<file path="config.mk">
export PLATFORM = sky130hd
export DESIGN_NAME = ball_motion_ctrl
export DESIGN_NICKNAME = d
export VERILOG_FILES = /design/src/rtl/ball_motion_ctrl.sv
export SDC_FILE = /design/constraint.sdc
export NUM_CORES = 1
export LEC_CHECK = 0
export BUFFER_PORTS_ARGS = -buffer_cell sky130_fd_sc_hd__buf_2
export CAP_MARGIN = 20
export CELL_PAD_IN_SITES_DETAIL_PLACEMENT = 1
export CELL_PAD_IN_SITES_GLOBAL_PLACEMENT = 2
export CORE_AREA = 2 2 101 103
export DETAILED_ROUTE_END_ITERATION = 10
export DIE_AREA = 0 0 103 105
export GPL_TIMING_DRIVEN = 0
export PLACE_DENSITY_LB_ADDON = 0.1
export SETUP_SLACK_MARGIN = 0.3
export SYNTH_ARGS = -nofsm -noshare
export SYNTH_HDL_FRONTEND = slang
export SYNTH_SLANG_ARGS = --single-unit
</file>
<file path="constraint.sdc">
create_clock -name clk -period 5.01 [get_ports clk]
set_input_delay 0.501 -clock clk [delete_from_list [all_inputs] [get_ports clk]]
set_output_delay 0.501 -clock clk [all_outputs]
set_load 0.05 [all_outputs]
</file>
<file path="src/rtl/ball_motion_ctrl.sv">
`default_nettype none
// +----------------------------------------------------------------------------+
// | Module      : ball_motion_ctrl                                             |
// | Description : Per-frame sprite motion controller with edge/paddle bounce   |
// |               and bottom-edge miss. Optional macro BALL_SPEEDUP_EN adds a  |
// |               saturating per-deflection speed boost.                       |
// | Revision    : 1.0 - initial release                                        |
// +----------------------------------------------------------------------------+
module ball_motion_ctrl #(
    parameter int SCREEN_W = 640,
    parameter int SCREEN_H = 480,
    parameter int RADIUS   = 8,
    parameter int START_X  = 320,
    parameter int START_Y  = 240
) (
    input  logic        clk,
    input  logic        rst_n,
    input  logic        frame_tick,
    input  logic        launch,
    input  logic        launch_left,
    input  logic [3:0]  speed,
    input  logic        paddle_hit,
    output logic [11:0] x_pos,
    output logic [11:0] y_pos,
    output logic [11:0] radius,
    output logic        moving,
    output logic        step_done,
    output logic        miss
);

    localparam logic [1:0] c_st_idle      = 2'd0;
    localparam logic [1:0] c_st_move_wait = 2'd1;
    localparam logic [1:0] c_st_step      = 2'd2;
    localparam logic [1:0] c_st_miss      = 2'd3;

    localparam logic [12:0] c_rad_13   = 13'(RADIUS);
    localparam logic [12:0] c_scr_w_13 = 13'(SCREEN_W);
    localparam logic [12:0] c_scr_h_13 = 13'(SCREEN_H);
    localparam logic [11:0] c_rad_12   = 12'(RADIUS);
    localparam logic [11:0] c_x_max    = 12'(SCREEN_W - RADIUS - 1);
    localparam logic [11:0] c_start_x  = 12'(START_X);
    localparam logic [11:0] c_start_y  = 12'(START_Y);

    logic [1:0]  r_state;
    logic [1:0]  w_next_state;
    logic [11:0] r_x;
    logic [11:0] r_y;
    logic        r_dir_left;
    logic        r_dir_up;
    logic        r_hit_pend;
    logic        r_step_done;

    logic [3:0]  w_step;
    logic [12:0] w_step_13;
    logic        w_hit;
    logic        w_dir_up_fix;
    logic [12:0] w_x_add;
    logic [12:0] w_x_fwd;
    logic [12:0] w_x_lo;
    logic [12:0] w_y_add;
    logic [12:0] w_y_fwd;
    logic [12:0] w_y_lo;
    logic [11:0] w_x_next;
    logic [11:0] w_y_next;
    logic        w_dir_left_next;
    logic        w_dir_up_next;
    logic        w_miss;

`ifdef BALL_SPEEDUP_EN
    logic [3:0] r_boost;
    logic [4:0] w_step_sum;
    logic       w_deflect;

    // Boosted step saturates at the 4-bit maximum
    assign w_step_sum = {1'b0, speed} + {1'b0, r_boost};
    assign w_step     = w_step_sum[4] ? 4'hF : w_step_sum[3:0];
    assign w_deflect  = w_hit & ~r_dir_up;

    always_ff @(posedge clk or negedge rst_n) begin
        if (!rst_n) begin
            r_boost <= 4'd0;
        end else if (r_state == c_st_miss) begin
            r_boost <= 4'd0;
        end else if ((r_state == c_st_step) && w_deflect && (r_boost != 4'hF)) begin
            r_boost <= r_boost + 4'd1;
        end
    end
`else
    assign w_step = speed;
`endif

    // Next position/direction; only consumed in STEP, sums held at 13 bits
    always_comb begin
        w_step_13       = {9'd0, w_step};
        w_hit           = r_hit_pend | paddle_hit;
        w_dir_up_fix    = r_dir_up | w_hit;
        w_x_add         = {1'b0, r_x} + w_step_13;
        w_x_fwd         = w_x_add + c_rad_13;
        w_x_lo          = c_rad_13 + w_step_13;
        w_y_add         = {1'b0, r_y} + w_step_13;
        w_y_fwd         = w_y_add + c_rad_13;
        w_y_lo          = c_rad_13 + w_step_13;
        w_x_next        = r_x;
        w_y_next        = r_y;
        w_dir_left_next = r_dir_left;
        w_dir_up_next   = w_dir_up_fix;
        w_miss          = 1'b0;

        if (r_dir_left) begin
            if ({1'b0, r_x} < w_x_lo) begin
                w_x_next        = c_rad_12;
                w_dir_left_next = 1'b0;
            end else begin
                w_x_next = r_x - {8'd0, w_step};
            end
        end else begin
            if (w_x_fwd >= c_scr_w_13) begin
                w_x_next        = c_x_max;
                w_dir_left_next = 1'b1;
            end else begin
                w_x_next = w_x_add[11:0];
            end
        end

        if (w_dir_up_fix) begin
            if ({1'b0, r_y} < w_y_lo) begin
                w_y_next      = c_rad_12;
                w_dir_up_next = 1'b0;
            end else begin
                w_y_next = r_y - {8'd0, w_step};
            end
        end else begin
            if (w_y_fwd >= c_scr_h_13) begin
                w_miss = 1'b1;
            end else begin
                w_y_next = w_y_add[11:0];
            end
        end
    end

    always_ff @(posedge clk or negedge rst_n) begin
        if (!rst_n) begin
            r_state <= c_st_idle;
        end else begin
            r_state <= w_next_state;
        end
    end

    always_comb begin
        w_next_state = r_state;
        case (r_state)
            c_st_idle:      if (launch) w_next_state = c_st_move_wait;
            c_st_move_wait: if (frame_tick) w_next_state = c_st_step;
            c_st_step:      w_next_state = w_miss ? c_st_miss : c_st_move_wait;
            c_st_miss:      w_next_state = c_st_idle;
            default:        w_next_state = c_st_idle;
        endcase
    end

    always_comb begin
        moving = (r_state == c_st_move_wait) || (r_state == c_st_step);
        miss   = (r_state == c_st_miss);
    end

    // Datapath registers
    always_ff @(posedge clk or negedge rst_n) begin
        if (!rst_n) begin
            r_x         <= c_start_x;
            r_y         <= c_start_y;
            r_dir_left  <= 1'b0;
            r_dir_up    <= 1'b1;
            r_hit_pend  <= 1'b0;
            r_step_done <= 1'b0;
        end else begin
            r_step_done <= 1'b0;
            case (r_state)
                c_st_idle: begin
                    r_x        <= c_start_x;
                    r_y        <= c_start_y;
                    r_hit_pend <= 1'b0;
                    if (launch) begin
                        r_dir_left <= launch_left;
                        r_dir_up   <= 1'b1;
                    end
                end
                c_st_move_wait: begin
                    if (paddle_hit) begin
                        r_hit_pend <= 1'b1;
                    end
                end
                c_st_step: begin
                    r_hit_pend <= 1'b0;
                    r_x        <= w_x_next;
                    r_dir_left <= w_dir_left_next;
                    if (!w_miss) begin
                        r_y         <= w_y_next;
                        r_dir_up    <= w_dir_up_next;
                        r_step_done <= 1'b1;
                    end
                end
                c_st_miss: begin
                    r_x        <= c_start_x;
                    r_y        <= c_start_y;
                    r_dir_left <= 1'b0;
                    r_dir_up   <= 1'b1;
                    r_hit_pend <= 1'b0;
                end
                default: begin
                    r_hit_pend <= 1'b0;
                end
            endcase
        end
    end

    assign x_pos     = r_x;
    assign y_pos     = r_y;
    assign radius    = c_rad_12;
    assign step_done = r_step_done;

endmodule
`default_nettype wire
</file>
==> results.json <==
{
  "grt_overflow": 0,
  "critPathMaxFanout": 4,
  "period_share_pct": 87.07,
  "instances_no_fill": 593,
  "design_area_um2": 3829,
  "cap_violations": 0,
  "start_kind": "register",
  "synth_flop_cell": "dfrtp_1",
  "ys_top_cells_by_area": "dfrtp_1, ha_1, dfstp_2",
  "cts_tree": "done",
  "p_per_area_nw_per_um2": 610.4,
  "slew_viol_final": 0,
  "num_rows": 36,
  "cp.arrival_ps": 4540,
  "initial_core_util_pct": 34.75,
  "slew_headroom_pct": 34.71,
  "grt_setup_unrepaired": "false",
  "dpl.hpwl_mm": 8.656,
  "holdBufCountCts": 0,
  "crit_buf_inv": 2,
  "required_ps": 5190,
  "syn_inst": 405,
  "power_mw": 2.337,
  "die_w_um": 103,
  "ys_ff_latch": 30,
  "outcome": "finished, final reports clean",
  "numCtsBuffers": 5,
  "yosysTopAreaCell": "dfrtp_1",
  "routed_via_density": 5.590,
  "core_um2": 9639,
  "timing.rr.end": "x_pos[0]",
  "clock_skew_ps": 6.334,
  "grtUsageTotal_pct": 21.21,
  "synth_compound_area_share_pct": 28.43,
  "synth_commonest_cells": "nor2_1, inv_1, nand2_1",
  "clock_sinks": 30,
  "clk_transition_reported_paths_ps": 80,
  "synth_top_family_by_area": "compound AO/OA/AOI/OAI gates",
  "syn-mean-instance-area_um2": 8.270,
  "synthMuxAreaShare_pct": 1.644,
  "synth_fa_ha_area_share_pct": 11.73,
  "timing.final.ws_setup_ps": 648.0,
  "yosysMostFrequentCell": "nor2_1",
  "finalSetupTns_ps": 0,
  "wl_mm": 11.34,
  "drc": 0,
  "post-cts-setup-buffer-count": 0,
  "leakage_nw": 1.705,
  "rrSetupSlack_ps": 650,
  "dr.pass1.iters": 4,
  "first_global_vias": 3261,
  "worst_r2r_path_depth": 14,
  "insertion_delay_ps": 290,
  "synth_edf_count": 0,
  "async_reset_ff_share_pct": 100.0,
  "peakVddDrop_mv": 0.3441,
  "ctsHtreeMaxLevel": 2,
  "globalplace.congestion": 0.8591,
  "hold_violations": 0,
  "antenna_cells": 0,
  "antenna_found_initial": 0,
  "yosys.area_share.simple_pct": 21.11,
  "netlist_area_um2": 3349,
  "cts-resized-gates": 0,
  "port_buffers": 36,
  "yosysSeqAreaShare_pct": 22.67,
  "cts_buffer_depth": 2,
  "grt_pass1_wl_mm": 17.77,
  "end_kind": "register",
  "first_iter_violations": 107,
  "yosys_warnings": 0,
  "synth_top_area_share_pct": 17.18,
  "drive_above_1_share_pct": 18.91,
  "dpl_cell_area_um2": 3737,
  "slowest_delay_ps": 820,
  "vias": 3315,
  "wire_per_inst_um": 19.11,
  "pre_cts_slack_ps": 350.9,
  "crit_family": "compound AO/OA/AOI/OAI gates",
  "num_io_pins": 49,
  "synth_xor_area_share_pct": 5.641,
  "r2r-start": "x_pos[0]",
  "cpMaxStageDelayCell": "a2111oi_1",
  "clock.fmax_mhz": 229.3,
  "synth_cell_types": 77,
  "nNetsFinal": 498,
  "min_path_type": "primary input to asynchronous set/reset pin",
  "tightest_slew_ps": 971.9,
  "dieArea_um2": 10820,
  "ant_nets": 0,
  "path_class": "register to register",
  "area_growth_syn_to_layout_pct": 14.31,
  "period_minus_slack_ps": 4362,
  "cts_root_buffer": "clkbuf_8",
  "dp.cells": 585,
  "die_y_um": 105,
  "setup_viol": 0,
  "path_cells": "ha_1 -> inv_1 -> fa_1 -> nor3_1 -> or3_1 -> xnor2_1 -> inv_1 -> ha_1 -> and4b_1 -> a211oi_1 -> mux2_4 -> a2111oi_1 -> o21ai_1 -> a22o_1",
  "grt_max_degree": 31
}
## cell usage in the layout, fill, tap and decap left out, types with 10 or more instances in the layout
master    instances
buf_4            12
buf_2            40
a21oi_1          16
nor3_1           10
dfrtp_1          23
inv_1            28
xnor2_1          15
nand2_1          27
o21ai_0          21
ha_1             25
nor2_1           32
conb_1           12
clkbuf_1         16
## layout make-up
| type | instances | area (um2) |
|---|---|---|
| repair buffers | 37 | 183.9 |
| fillers | 1222 | 5811 |
| well taps | 133 | 166.4 |
| clock buffers | 7 | 86.33 |
| multi-input cells | 324 | 2341 |
| clock inverters | 1 | 5.005 |
| plain buffers | 33 | 181.4 |
| inverters | 28 | 105.1 |
| flip-flops and latches | 30 | 759.5 |
## metal layers
layer,share of wire [%],wire length [um],global-route usage (%)
met4,1.3,147,5.263
met5,0,0,0
met1,46,5261,28.85
met3,3.4,387,2.676
met2,49,5539,35.25
## where the power goes
| group | switching, mW | internal, mW |
|---|---|---|
| logic | 1.14 | 0.561 |
| clock network | 0.110 | 0.111 |
| registers | 0.0810 | 0.330 |
| total | 1.33 | 1.00 |
## kinds of logic (layout without fill, tap and decap cells)
kind of cell | after synthesis | in the layout
buffers and inverters | 61 | 106
AND/OR/NAND/NOR | 132 | 132
AO/OA/AOI/OAI | 126 | 126
other | 2 | 12
XOR/XNOR | 20 | 20
flip-flops | 30 | 30
adder cells (fa/ha/maj) | 29 | 29
multiplexers | 5 | 5
## stage by stage
step	utilization, %	hold slack [ps]
6_report	39.72	300.9
5_1_grt	39.72	343.7
4_1_cts	39.72	322.0
3_5_place_dp	38.77	510.3
3_3_place_gp	38.73	504.7
2_1_floorplan	-	205.4
## worst max-delay path by stage
stage / startpoint / to / slack (ps) / cells after the start
after floorplan: x_pos[0] / x_pos[4] / 1100 / 14
after global placement: speed[1] / x_pos[0] / 400 / 14
after detailed placement: speed[1] / x_pos[0] / 350 / 14
after CTS: x_pos[0] / x_pos[0] / 610 / 14
after global routing: x_pos[0] / x_pos[0] / 370 / 14
final: x_pos[0] / x_pos[0] / 650 / 14
## registers in the layout, summed over array words and instances (netlist names)
signal and count:
r_dir_left 1, r_dir_up 1, r_hit_pend 1, r_state 2, step_done 1, x_pos 12, y_pos 12
Power figures use the tool's default switching activity.
